$ cat config.mk
export PLATFORM = sky130hd
export DESIGN_NAME = tsn_as_rx_arbiter
export DESIGN_NICKNAME = d
export VERILOG_FILES = /design/src/rtl/tsn_as_pkg.sv /design/src/rtl/tsn_as_rx_arbiter_rr_picker.sv /design/src/rtl/tsn_as_rx_arbiter.sv
export SDC_FILE = /design/constraint.sdc
export NUM_CORES = 1
export LEC_CHECK = 0
export ABC_CLOCK_PERIOD_IN_PS = 3200
export BUFFER_PORTS_ARGS = -buffer_cell sky130_fd_sc_hd__buf_2
export CORE_AREA = 2 2 354 356
export DETAILED_ROUTE_END_ITERATION = 10
export DIE_AREA = 0 0 356 358
export SLEW_MARGIN = 20
export SYNTH_ARGS = -nofsm -noshare
export SYNTH_HDL_FRONTEND = slang
export SYNTH_SLANG_ARGS = --single-unit
export TNS_END_PERCENT = 20
$ cat constraint.sdc
create_clock -name i_clk -period 3.2 [get_ports i_clk]
set_input_delay 0 -clock i_clk [delete_from_list [all_inputs] [get_ports i_clk]]
set_output_delay 0 -clock i_clk [all_outputs]
set_load 0.1 [all_outputs]
$ cat src/rtl/tsn_as_pkg.sv
// Shared definitions for the AS ingress arbiter: FSM encoding, abort-beat
// constants and the port-index width helper.
package tsn_as_pkg;

    typedef enum logic [1:0] {
        ST_IDLE  = 2'd0,
        ST_META  = 2'd1,
        ST_DATA  = 2'd2,
        ST_ABORT = 2'd3
    } as_state_t;

    localparam logic        ABORT_CRCERR  = 1'b1;
    localparam logic        ABORT_LAST    = 1'b1;
    localparam logic [15:0] ABORT_CNT_MAX = 16'hFFFF;

    function automatic int port_id_width(input int port_num);
        return (port_num > 1) ? $clog2(port_num) : 1;
    endfunction

endpackage

$ cat src/rtl/tsn_as_rx_arbiter_rr_picker.sv
// Combinational round-robin first-one finder: scans i_req from i_ptr upward
// with wrap and returns the first set index.
module tsn_as_rr_picker #(
    parameter int NUM = 8,
    parameter int IDW = 3
) (
    input  logic [NUM-1:0] i_req,
    input  logic [IDW-1:0] i_ptr,
    output logic [IDW-1:0] o_idx,
    output logic           o_any
);

    function automatic logic [IDW-1:0] wrap_add(input logic [IDW-1:0] base, input int off);
        int sum;
        sum = int'(base) + off;
        sum = (sum >= NUM) ? (sum - NUM) : sum;
        return sum[IDW-1:0];
    endfunction

    // first requesting port at or after the pointer, wrapping at NUM-1
    always_comb begin
        logic [IDW-1:0] cand;
        logic           hit;
        cand  = {IDW{1'b0}};
        hit   = 1'b0;
        o_idx = {IDW{1'b0}};
        o_any = 1'b0;
        for (int k = 0; k < NUM; k++) begin
            cand  = wrap_add(i_ptr, k);
            hit   = i_req[cand] & ~o_any;
            o_idx = hit ? cand : o_idx;
            o_any = o_any | hit;
        end
    end

endmodule

$ cat src/rtl/tsn_as_rx_arbiter.sv
// N-port frame-atomic round-robin aggregator feeding the AS protocol engine,
// with ingress timestamp capture and clean abort on source link loss.
module tsn_as_rx_arbiter
    import tsn_as_pkg::*;
#(
    parameter int PORT_NUM         = 8,
    parameter int CROSS_DATA_WIDTH = 8,
    parameter int METADATA_WIDTH   = 64,
    parameter int TIMESTAMP_WIDTH  = 80,
    parameter int PORT_ID_WIDTH    = port_id_width(PORT_NUM)
) (
    input  logic                                       i_clk,
    input  logic                                       i_rst,
    input  logic [PORT_NUM-1:0]                        i_port_en,
    input  logic [PORT_NUM-1:0]                        i_port_link,
    input  logic [PORT_NUM*(CROSS_DATA_WIDTH+1)-1:0]   i_axi_data,
    input  logic [PORT_NUM*(CROSS_DATA_WIDTH/8)-1:0]   i_axi_keep,
    input  logic [PORT_NUM-1:0]                        i_axi_valid,
    input  logic [PORT_NUM-1:0]                        i_axi_last,
    output logic [PORT_NUM-1:0]                        o_axi_ready,
    input  logic [PORT_NUM*METADATA_WIDTH-1:0]         i_meta,
    input  logic [PORT_NUM-1:0]                        i_meta_valid,
    input  logic [PORT_NUM-1:0]                        i_meta_last,
    output logic [PORT_NUM-1:0]                        o_meta_ready,
    output logic [CROSS_DATA_WIDTH:0]                  o_axi_data,
    output logic [CROSS_DATA_WIDTH/8-1:0]              o_axi_keep,
    output logic                                       o_axi_valid,
    output logic                                       o_axi_last,
    input  logic                                       i_axi_ready,
    output logic [METADATA_WIDTH-1:0]                  o_meta,
    output logic                                       o_meta_valid,
    output logic                                       o_meta_last,
    input  logic                                       i_meta_ready,
    output logic                                       o_link,
    input  logic [TIMESTAMP_WIDTH-1:0]                 i_local_ts,
    output logic [TIMESTAMP_WIDTH-1:0]                 o_ts_capture,
    output logic [PORT_ID_WIDTH-1:0]                   o_ts_port,
    output logic                                       o_ts_valid,
    input  logic                                       i_err_cnt_clr,
    output logic [15:0]                                o_abort_cnt
);

    localparam int DW1 = CROSS_DATA_WIDTH + 1;
    localparam int KW  = CROSS_DATA_WIDTH / 8;

    as_state_t                  r_state, w_state_nxt;
    logic [PORT_ID_WIDTH-1:0]   r_grant, w_grant_nxt;
    logic [PORT_ID_WIDTH-1:0]   r_rr, w_rr_nxt;
    logic [PORT_ID_WIDTH-1:0]   w_grant_inc;
    logic [PORT_ID_WIDTH-1:0]   w_pick_idx;
    logic                       w_pick_any;
    logic [PORT_NUM-1:0]        w_elig;
    logic                       r_abort_meta, w_abort_meta_nxt;
    logic                       r_first, w_first_nxt;
    logic                       w_capture;
    logic                       w_abort_evt;
    logic [TIMESTAMP_WIDTH-1:0] r_ts_capture;
    logic [PORT_ID_WIDTH-1:0]   r_ts_port;
    logic                       r_ts_valid;
    logic [15:0]                r_abort_cnt;

    logic [DW1-1:0]             w_data_arr [PORT_NUM];
    logic [KW-1:0]              w_keep_arr [PORT_NUM];
    logic [METADATA_WIDTH-1:0]  w_meta_arr [PORT_NUM];

    for (genvar p = 0; p < PORT_NUM; p++) begin : g_unpack
        assign w_data_arr[p] = i_axi_data[p*DW1 +: DW1];
        assign w_keep_arr[p] = i_axi_keep[p*KW +: KW];
        assign w_meta_arr[p] = i_meta[p*METADATA_WIDTH +: METADATA_WIDTH];
    end

    assign w_elig      = i_meta_valid & i_port_link & i_port_en;
    assign o_link      = |(i_port_link & i_port_en);
    assign w_grant_inc = (r_grant == PORT_ID_WIDTH'(PORT_NUM - 1)) ?
                         {PORT_ID_WIDTH{1'b0}} : (r_grant + PORT_ID_WIDTH'(1));

    tsn_as_rr_picker #(
        .NUM (PORT_NUM),
        .IDW (PORT_ID_WIDTH)
    ) u_picker (
        .i_req (w_elig),
        .i_ptr (r_rr),
        .o_idx (w_pick_idx),
        .o_any (w_pick_any)
    );

    // next-state decode and granted-port stream mux
    always_comb begin
        w_state_nxt      = r_state;
        w_grant_nxt      = r_grant;
        w_rr_nxt         = r_rr;
        w_abort_meta_nxt = r_abort_meta;
        w_first_nxt      = r_first;
        w_capture        = 1'b0;
        w_abort_evt      = 1'b0;
        o_axi_ready      = {PORT_NUM{1'b0}};
        o_meta_ready     = {PORT_NUM{1'b0}};
        o_axi_data       = {DW1{1'b0}};
        o_axi_keep       = {KW{1'b0}};
        o_axi_valid      = 1'b0;
        o_axi_last       = 1'b0;
        o_meta           = {METADATA_WIDTH{1'b0}};
        o_meta_valid     = 1'b0;
        o_meta_last      = 1'b0;
        case (r_state)
            ST_IDLE: begin
                if (w_pick_any) begin
                    w_state_nxt = ST_META;
                    w_grant_nxt = w_pick_idx;
                end else begin
                    w_state_nxt = ST_IDLE;
                end
            end
            ST_META: begin
                if (!i_port_link[r_grant]) begin
                    w_state_nxt      = ST_ABORT;
                    w_abort_meta_nxt = 1'b1;
                    w_abort_evt      = 1'b1;
                end else begin
                    o_meta                = w_meta_arr[r_grant];
                    o_meta_valid          = i_meta_valid[r_grant];
                    o_meta_last           = i_meta_last[r_grant];
                    o_meta_ready[r_grant] = i_meta_ready;
                    if (i_meta_valid[r_grant] && i_meta_ready && i_meta_last[r_grant]) begin
                        w_state_nxt = ST_DATA;
                        w_first_nxt = 1'b1;
                    end else begin
                        w_state_nxt = ST_META;
                    end
                end
            end
            ST_DATA: begin
                if (!i_port_link[r_grant]) begin
                    w_state_nxt      = ST_ABORT;
                    w_abort_meta_nxt = 1'b0;
                    w_abort_evt      = 1'b1;
                end else begin
                    o_axi_data           = w_data_arr[r_grant];
                    o_axi_keep           = w_keep_arr[r_grant];
                    o_axi_valid          = i_axi_valid[r_grant];
                    o_axi_last           = i_axi_last[r_grant];
                    o_axi_ready[r_grant] = i_axi_ready;
                    if (i_axi_valid[r_grant] && i_axi_ready) begin
                        w_capture   = r_first;
                        w_first_nxt = 1'b0;
                        if (i_axi_last[r_grant]) begin
                            w_state_nxt = ST_IDLE;
                            w_rr_nxt    = w_grant_inc;
                        end else begin
                            w_state_nxt = ST_DATA;
                        end
                    end else begin
                        w_state_nxt = ST_DATA;
                    end
                end
            end
            ST_ABORT: begin
                // an unfinished metadata frame is closed before the poisoned data beat
                if (r_abort_meta) begin
                    o_meta_valid = 1'b1;
                    o_meta_last  = ABORT_LAST;
                    if (i_meta_ready) begin
                        w_abort_meta_nxt = 1'b0;
                    end else begin
                        w_abort_meta_nxt = 1'b1;
                    end
                end else begin
                    o_axi_valid = 1'b1;
                    o_axi_last  = ABORT_LAST;
                    o_axi_data  = {ABORT_CRCERR, {CROSS_DATA_WIDTH{1'b0}}};
                    if (i_axi_ready) begin
                        w_state_nxt = ST_IDLE;
                        w_rr_nxt    = w_grant_inc;
                    end else begin
                        w_state_nxt = ST_ABORT;
                    end
                end
            end
            default: begin
                w_state_nxt = ST_IDLE;
            end
        endcase
    end

    // FSM state, grant and round-robin pointer
    always_ff @(posedge i_clk or posedge i_rst) begin
        if (i_rst) begin
            r_state      <= ST_IDLE;
            r_grant      <= {PORT_ID_WIDTH{1'b0}};
            r_rr         <= {PORT_ID_WIDTH{1'b0}};
            r_abort_meta <= 1'b0;
            r_first      <= 1'b0;
        end else begin
            r_state      <= w_state_nxt;
            r_grant      <= w_grant_nxt;
            r_rr         <= w_rr_nxt;
            r_abort_meta <= w_abort_meta_nxt;
            r_first      <= w_first_nxt;
        end
    end

    // ingress timestamp capture on the first accepted data beat of a frame
    always_ff @(posedge i_clk or posedge i_rst) begin
        if (i_rst) begin
            r_ts_capture <= {TIMESTAMP_WIDTH{1'b0}};
            r_ts_port    <= {PORT_ID_WIDTH{1'b0}};
            r_ts_valid   <= 1'b0;
        end else begin
            r_ts_valid <= w_capture;
            if (w_capture) begin
                r_ts_capture <= i_local_ts;
                r_ts_port    <= r_grant;
            end
        end
    end

    // saturating abort counter; a clear in the same cycle as an abort wins
    always_ff @(posedge i_clk or posedge i_rst) begin
        if (i_rst) begin
            r_abort_cnt <= 16'h0000;
        end else if (i_err_cnt_clr) begin
            r_abort_cnt <= 16'h0000;
        end else if (w_abort_evt && (r_abort_cnt != ABORT_CNT_MAX)) begin
            r_abort_cnt <= r_abort_cnt + 16'h0001;
        end
    end

    assign o_ts_capture = r_ts_capture;
    assign o_ts_port    = r_ts_port;
    assign o_ts_valid   = r_ts_valid;
    assign o_abort_cnt  = r_abort_cnt;

endmodule

==> results of run 1 <==
worst min-delay path: stages:
cell	delay [ps]
buf_2	140
nand3_4	120
nor2_1	90
nand2_1	70
a32o_1	110
layout by cell type, fill, tap and decap left out, types with 17 or more instances in the layout:
cell type and n:
a221oi_1 77, buf_2 825, dlygate4sd3_1 83, a22oi_1 159, nand2_1 30, nand3_1 24, a31oi_1 62, diode_2 47
nand4_1 19, buf_12 105, inv_1 17, nor2_1 45, buf_4 53, o21ai_0 21, dfrtp_1 107, a22o_1 74
mux2_2 81
routing by layer:
| metal | up-vias | wire length [um] | share of wire |
|---|---|---|---|
| li1 | 6208 | - | - |
| met1 | 7218 | 45200 | 0.39 |
| met2 | 1075 | 52400 | 0.45 |
| met3 | 274 | 13500 | 0.12 |
| met4 | 70 | 4020 | 0.035 |
| met5 | - | 472 | 0.0041 |
registers in the layout, indices dropped and copies added, names as in the netlist:
signal and count:
r_first 1, o_ts_capture 80, r_state 2, o_abort_cnt 16, r_abort_meta 1, o_ts_valid 1
o_ts_port 3, r_grant 3, r_rr 3
power breakdown:
part | switching (mW) | total, mW | internal (mW) | leakage (nW)
Clock | 0.593 | 1.22 | 0.627 | 0.154
Sequential | 0.396 | 2.30 | 1.91 | 1.45
Combinational | 12.3 | 17.2 | 4.88 | 6.76
Total | 13.3 | 20.7 | 7.41 | 8.37
timing repair:
action | 4_1_cts | 5_1_grt
endpoints found under the setup margin | 9 | 8
gates resized for setup | 3 | 5
hold buffers | 83 | 0
endpoints found under the hold margin | 162 | 0
pin swaps | 0 | 1
path summary, 6_finish.rpt:
kind                                          start                           end  slack, ps  depth (start not counted)
setup reg to reg                r_rr[0]$_DFFE_PP0P_        r_grant[0]$_DFFE_PP0P_        270                         11
setup / recovery             r_grant[0]$_DFFE_PP0P_                    o_meta[28]        120                          6
hold / removal                          i_axi_ready           r_first$_DFFE_PP0P_        200                          5
min in group asynchronous                     i_rst  o_ts_capture[65]$_DFFE_PP0P_        400                          3
hold reg to reg            o_ts_port[2]$_DFFE_PP0P_      o_ts_port[2]$_DFFE_PP0P_        480                          2
max in group asynchronous                     i_rst  o_ts_capture[21]$_DFFE_PP0P_       1890                          4
cell usage after synthesis (10+ instances only):
cell / count / area share
a221oi_1: 77 / 0.072
a31oi_1: 75 / 0.050
mux2i_1: 11 / 0.012
nor2_1: 50 / 0.020
buf_1: 18 / 0.0072
nand3_1: 24 / 0.013
a22oi_1: 160 / 0.13
dfrtp_1: 110 / 0.29
ha_1: 10 / 0.013
a21oi_1: 11 / 0.0058
buf_2: 18 / 0.0096
nand2_1: 32 / 0.013
o21ai_0: 24 / 0.013
inv_1: 18 / 0.0072
a22o_1: 75 / 0.070
clkbuf_1: 60 / 0.024
nand4_1: 19 / 0.013
mux2_2: 81 / 0.097
final cells by class:
type | instances | area (sq um) | share of cell area
Timing Repair Buffer | 1067 | 7470 | 0.392
Multi-Input combinational cell | 786 | 6290 | 0.330
Sequential cell | 110 | 2760 | 0.145
Tap cell | 1637 | 2050 | 0.107
Clock buffer | 9 | 225 | 0.0118
Antenna cell | 47 | 118 | 0.00617
Clock inverter | 7 | 85.1 | 0.00446
Inverter | 19 | 73.8 | 0.00387
through the flow:
stage                     instance area (sq um)  power (mW)  hold WS, ps
after floorplan                            9490        13.0          132
after global placement                    17800        19.4          216
after detailed placement                  17800        19.5          220
after CTS                                 18900        20.9          171
after global routing                      19000        21.5          240
final                                     19100        20.7          200
cells by family after synthesis:
group           after synthesis  share of synthesized area
simple gates                175                     0.0971
xor+xnor                     18                     0.0167
mux                         108                      0.138
buf+inv                     123                     0.0570
flops                       110                      0.292
compound gates              475                      0.385
fa+ha+maj                    10                     0.0133
==> flow_metrics.env, run 1 <==
export IMPL_yosysWarningCount=0
export IMPL_cts_root_buf="clkbuf_16"
export IMPL_cpLargestDelayFamily="compound AO/OA/AOI/OAI gates"
export IMPL_critPathMaxStageDelay_ps=850
export IMPL_synth_edff_count=0
export IMPL_grt_max_degree=74
export IMPL_synthArstFlopShare=1.00
export IMPL_post_cts_buffers=0
export IMPL_drive_gt1_frac=0.566
export IMPL_ant_nets=0
export IMPL_tns_ps=0
export IMPL_cp_end_kind="primary output"
export IMPL_syn_num_nets=1754
export IMPL_place_ws_ps=210
export IMPL_syn_area_per_cell_sq_um=9.24
export IMPL_worstPathRequired_ps=3200
export IMPL_grt_antenna_before_repair=142
export IMPL_clock_latency_ps=370
export IMPL_hold_class="in2reg"
export IMPL_num_rows=129
export IMPL_rsz0062_at_grt="no"
export IMPL_skew_ps=10.9
export IMPL_path_cells="nand2b_1 -> nor2_4 -> buf_12 -> a221oi_1 -> a31oi_1 -> buf_12"
export IMPL_area_growth_synth_to_final_pct=102
export IMPL_drv_slew=0
export IMPL_fmax_mhz=325
export IMPL_crit_buf_inv=2
export IMPL_crit_path_frequent_cell="buf_12"
export IMPL_port_buffers=919
export IMPL_start_util=0.0764
export IMPL_grt_util_met1=0.204
export IMPL_syn_inst=1019
export IMPL_grtUsageMet3=0.0715
export IMPL_h_tree_depth=3
export IMPL_period_needed_ps=3080
export IMPL_maxCapViolCount=0
export IMPL_finalCritPeriodShare=0.962
export IMPL_drt_iter0_markers=1228
export IMPL_via_count=14845
export IMPL_peakVddDrop_v=0.000835
export IMPL_synth_seq_cells=110
export IMPL_fp_dieH_um=358
export IMPL_firstDrtPassIters=5
export IMPL_syn_area_sq_mm=0.00942
export IMPL_cp_start_kind="flip-flop"
export IMPL_cp_data_arrival_time_ps=3080
export IMPL_track_usage=0.170
export IMPL_grt_met2_usage=0.274
export IMPL_ys_flop_type="dfrtp_1"
export IMPL_p_leak_nw=8.37
export IMPL_layout_setup_ws_ps=121
export IMPL_cp_slowest_cell="a221oi_1"
export IMPL_hpwl_um=101000
export IMPL_nNetsFinal=2728
export IMPL_synth_cell_type_count=65
export IMPL_path_class="reg2out"
export IMPL_instances_no_fill=3682
export IMPL_dieWidth_um=356
export IMPL_fillers=14095
export IMPL_via_per_inst=4.03
export IMPL_slew_headroom=0.400
export IMPL_cts_sinks=110
export IMPL_crit_fanout=73
export IMPL_fin_util=0.155
export IMPL_hold_viol=0
export IMPL_avgRoutedWirePerCell_um=31.4
export IMPL_die_area_sq_mm=0.127
export IMPL_busiest_layer="met2"
export IMPL_clock_path_buffers=2
export IMPL_path_clk_slew_ps=80
export IMPL_p_per_area_mw_per_mm2=1090
export IMPL_drc=0
export IMPL_core_area_sq_mm=0.123
export IMPL_cts_buffers=9
export IMPL_gp_congestion=0.956
export IMPL_tightest_slew_ps=899
export IMPL_cts_tree="yes"
export IMPL_ios=920
export IMPL_finalSetupViolCount=0
export IMPL_globalRouteOverflowTotal=0
export IMPL_synth_seq_area_share=0.292
export IMPL_dp_cells=3536
export IMPL_grt_pass1_wl_um=142000
export IMPL_grt_pass1_vias=14345
export IMPL_wl_um=116000
export IMPL_status="finished, final reports clean"
(Power assumes the default switching activity.)
==> inputs of run 2 (changes only) <==
==> constraint.sdc (replaced) <==
create_clock -name i_clk -period 3.2 [get_ports i_clk]
set_input_delay 0.64 -clock i_clk [delete_from_list [all_inputs] [get_ports i_clk]]
set_output_delay 0.64 -clock i_clk [all_outputs]
set_load 0.1 [all_outputs]
==> run 2 against run 1 <==
Effect of this change:
- the flow now finishes with violations (setup timing)
- clock power down 5%
- sequential power fell by 3%
- critical path depth increased by 2
- worst setup slack worse by 350 ps
- register-to-register slack got worse by 200 ps
- utilization is 2.2 points higher
- hold slack better by 170 ps
- clock skew fell by 0.85 ps
- highest routed layer unchanged
==> flow_metrics.env, run 2 (same netlist as run 1, synthesis figures left out) <==
export IMPL_start_util=0.0764
export IMPL_cp_end_kind="primary output"
export IMPL_globalRouteOverflowTotal=0
export IMPL_area_growth_synth_to_final_pct=132
export IMPL_cp_data_arrival_time_ps=2790
export IMPL_finalSetupViolCount=77
export IMPL_p_per_area_mw_per_mm2=1150
export IMPL_via_per_inst=3.98
export IMPL_cts_tree="yes"
export IMPL_hold_class="in2async"
export IMPL_ios=920
export IMPL_h_tree_depth=3
export IMPL_crit_path_frequent_cell="buf_12"
export IMPL_avgRoutedWirePerCell_um=29.9
export IMPL_grt_antenna_before_repair=93
export IMPL_hpwl_um=94600
export IMPL_nNetsFinal=2824
export IMPL_grt_pass1_vias=14678
export IMPL_tightest_slew_ps=723
export IMPL_finalCritPeriodShare=1.07
export IMPL_hold_viol=0
export IMPL_drv_slew=0
export IMPL_mostFrequentLayoutCell="buf_2"
export IMPL_cts_root_buf="clkbuf_16"
export IMPL_path_cells="buf_12 -> or3b_4 -> a21oi_2 -> a211o_1 -> nand2_4 -> buf_12 -> a31oi_4 -> buf_12"
export IMPL_fmax_mhz=292
export IMPL_dieWidth_um=356
export IMPL_drt_iter0_markers=1464
export IMPL_status="complete, but fails checks"
export IMPL_ant_nets=0
export IMPL_grt_pass1_wl_um=138000
export IMPL_cp_start_kind="flip-flop"
export IMPL_gp_congestion=0.932
export IMPL_fp_dieH_um=358
export IMPL_critPathMaxStageDelay_ps=480
export IMPL_num_rows=129
export IMPL_cts_sinks=110
export IMPL_skew_ps=10.0
export IMPL_path_clk_slew_ps=80
export IMPL_worstPathRequired_ps=2560
export IMPL_drc=0
export IMPL_clock_path_buffers=2
export IMPL_die_area_sq_mm=0.127
export IMPL_rsz0062_at_grt="yes"
export IMPL_via_count=14993
export IMPL_port_buffers=919
export IMPL_cpLargestDelayFamily="compound AO/OA/AOI/OAI gates"
export IMPL_peakVddDrop_v=0.000622
export IMPL_maxCapViolCount=0
export IMPL_core_area_sq_mm=0.123
export IMPL_layout_common_cells="buf_2, buf_4, a22oi_1"
export IMPL_slew_headroom=0.518
export IMPL_crit_fanout=35
export IMPL_wl_um=113000
export IMPL_firstDrtPassIters=5
export IMPL_whs_ps=373
export IMPL_layout_setup_ws_ps=-230
export IMPL_r2r_slack_ps=70
export IMPL_violations="setup timing"
export IMPL_path_class="reg2out"
export IMPL_track_usage=0.163
export IMPL_place_ws_ps=-280
export IMPL_p_leak_nw=9.37
export IMPL_tns_ps=-5730
export IMPL_cp_slowest_cell="dfrtp_2"
export IMPL_instances_no_fill=3768
export IMPL_drive_gt1_frac=0.694
export IMPL_dp_cells=3678
export IMPL_grt_max_degree=57
export IMPL_clock_latency_ps=370
export IMPL_largest_register_ffs=80
export IMPL_crit_buf_inv=3
export IMPL_period_needed_ps=3430
export IMPL_cts_buffers=9
## run 2: area by class of cell
class,instances,area [sq um]
fill,13784,102000
inverter,19,77.6
sequential,110,2760
clock inverter,7,86.3
multi-input combinational,786,7740
tap,1637,2050
clock buffer,9,225
timing repair buffer,1163,8780
antenna,37,92.6
## run 2: metal layers
metal | track usage | vias to the layer above | routed length (um)
met4 | 0.0675 | 34 | 5020
met3 | 0.0485 | 225 | 9370
met1 | 0.213 | 7319 | 48900
li1 | - | 6421 | -
met5 | 0 | - | 231
met2 | 0.249 | 994 | 49300
## run 2: worst paths after layout
| path | cells after the start | endpoint | from |
|---|---|---|---|
| max | 8 | o_meta[36] | r_grant[0]$_DFFE_PP0P_ |
| min | 2 | o_ts_capture[46]$_DFFE_PP0P_ | i_rst |
| max reg2reg | 10 | r_grant[0]$_DFFE_PP0P_ | r_rr[0]$_DFFE_PP0P_ |
| min reg2reg | 2 | o_ts_port[2]$_DFFE_PP0P_ | o_ts_port[2]$_DFFE_PP0P_ |
| max in group asynchronous | 3 | r_grant[1]$_DFFE_PP0P_ | i_rst |
| min in group i_clk | 2 | o_ts_capture[53]$_DFFE_PP0P_ | i_local_ts[53] |
## run 2: per-stage QoR
stage / instance area, sq um / total power [mW] / util
after CTS: 21100 / 24.6 / 0.171
after global routing: 21800 / 26.0 / 0.176
after floorplan: 10100 / 13.6 / -
after global placement: 19800 / 22.1 / 0.161
final: 21800 / 25.0 / 0.177
after detailed placement: 19800 / 22.0 / 0.161
## run 2: what timing repair did
item	4_1_cts	5_1_grt
hold buffers	0	0
pin swaps	13	17
hold endpoints to repair	0	0
resized for setup	110	62
setup buffers	16	13
endpoints found under the setup margin	94	97
gates cloned	4	4
## run 2: where the power goes
part / switching (mW) / leakage, nW / internal [mW]
sequential: 0.321 / 1.45 / 1.91
clock: 0.600 / 0.151 / 0.563
combinational: 14.4 / 7.77 / 7.25
total: 15.3 / 9.37 / 9.72
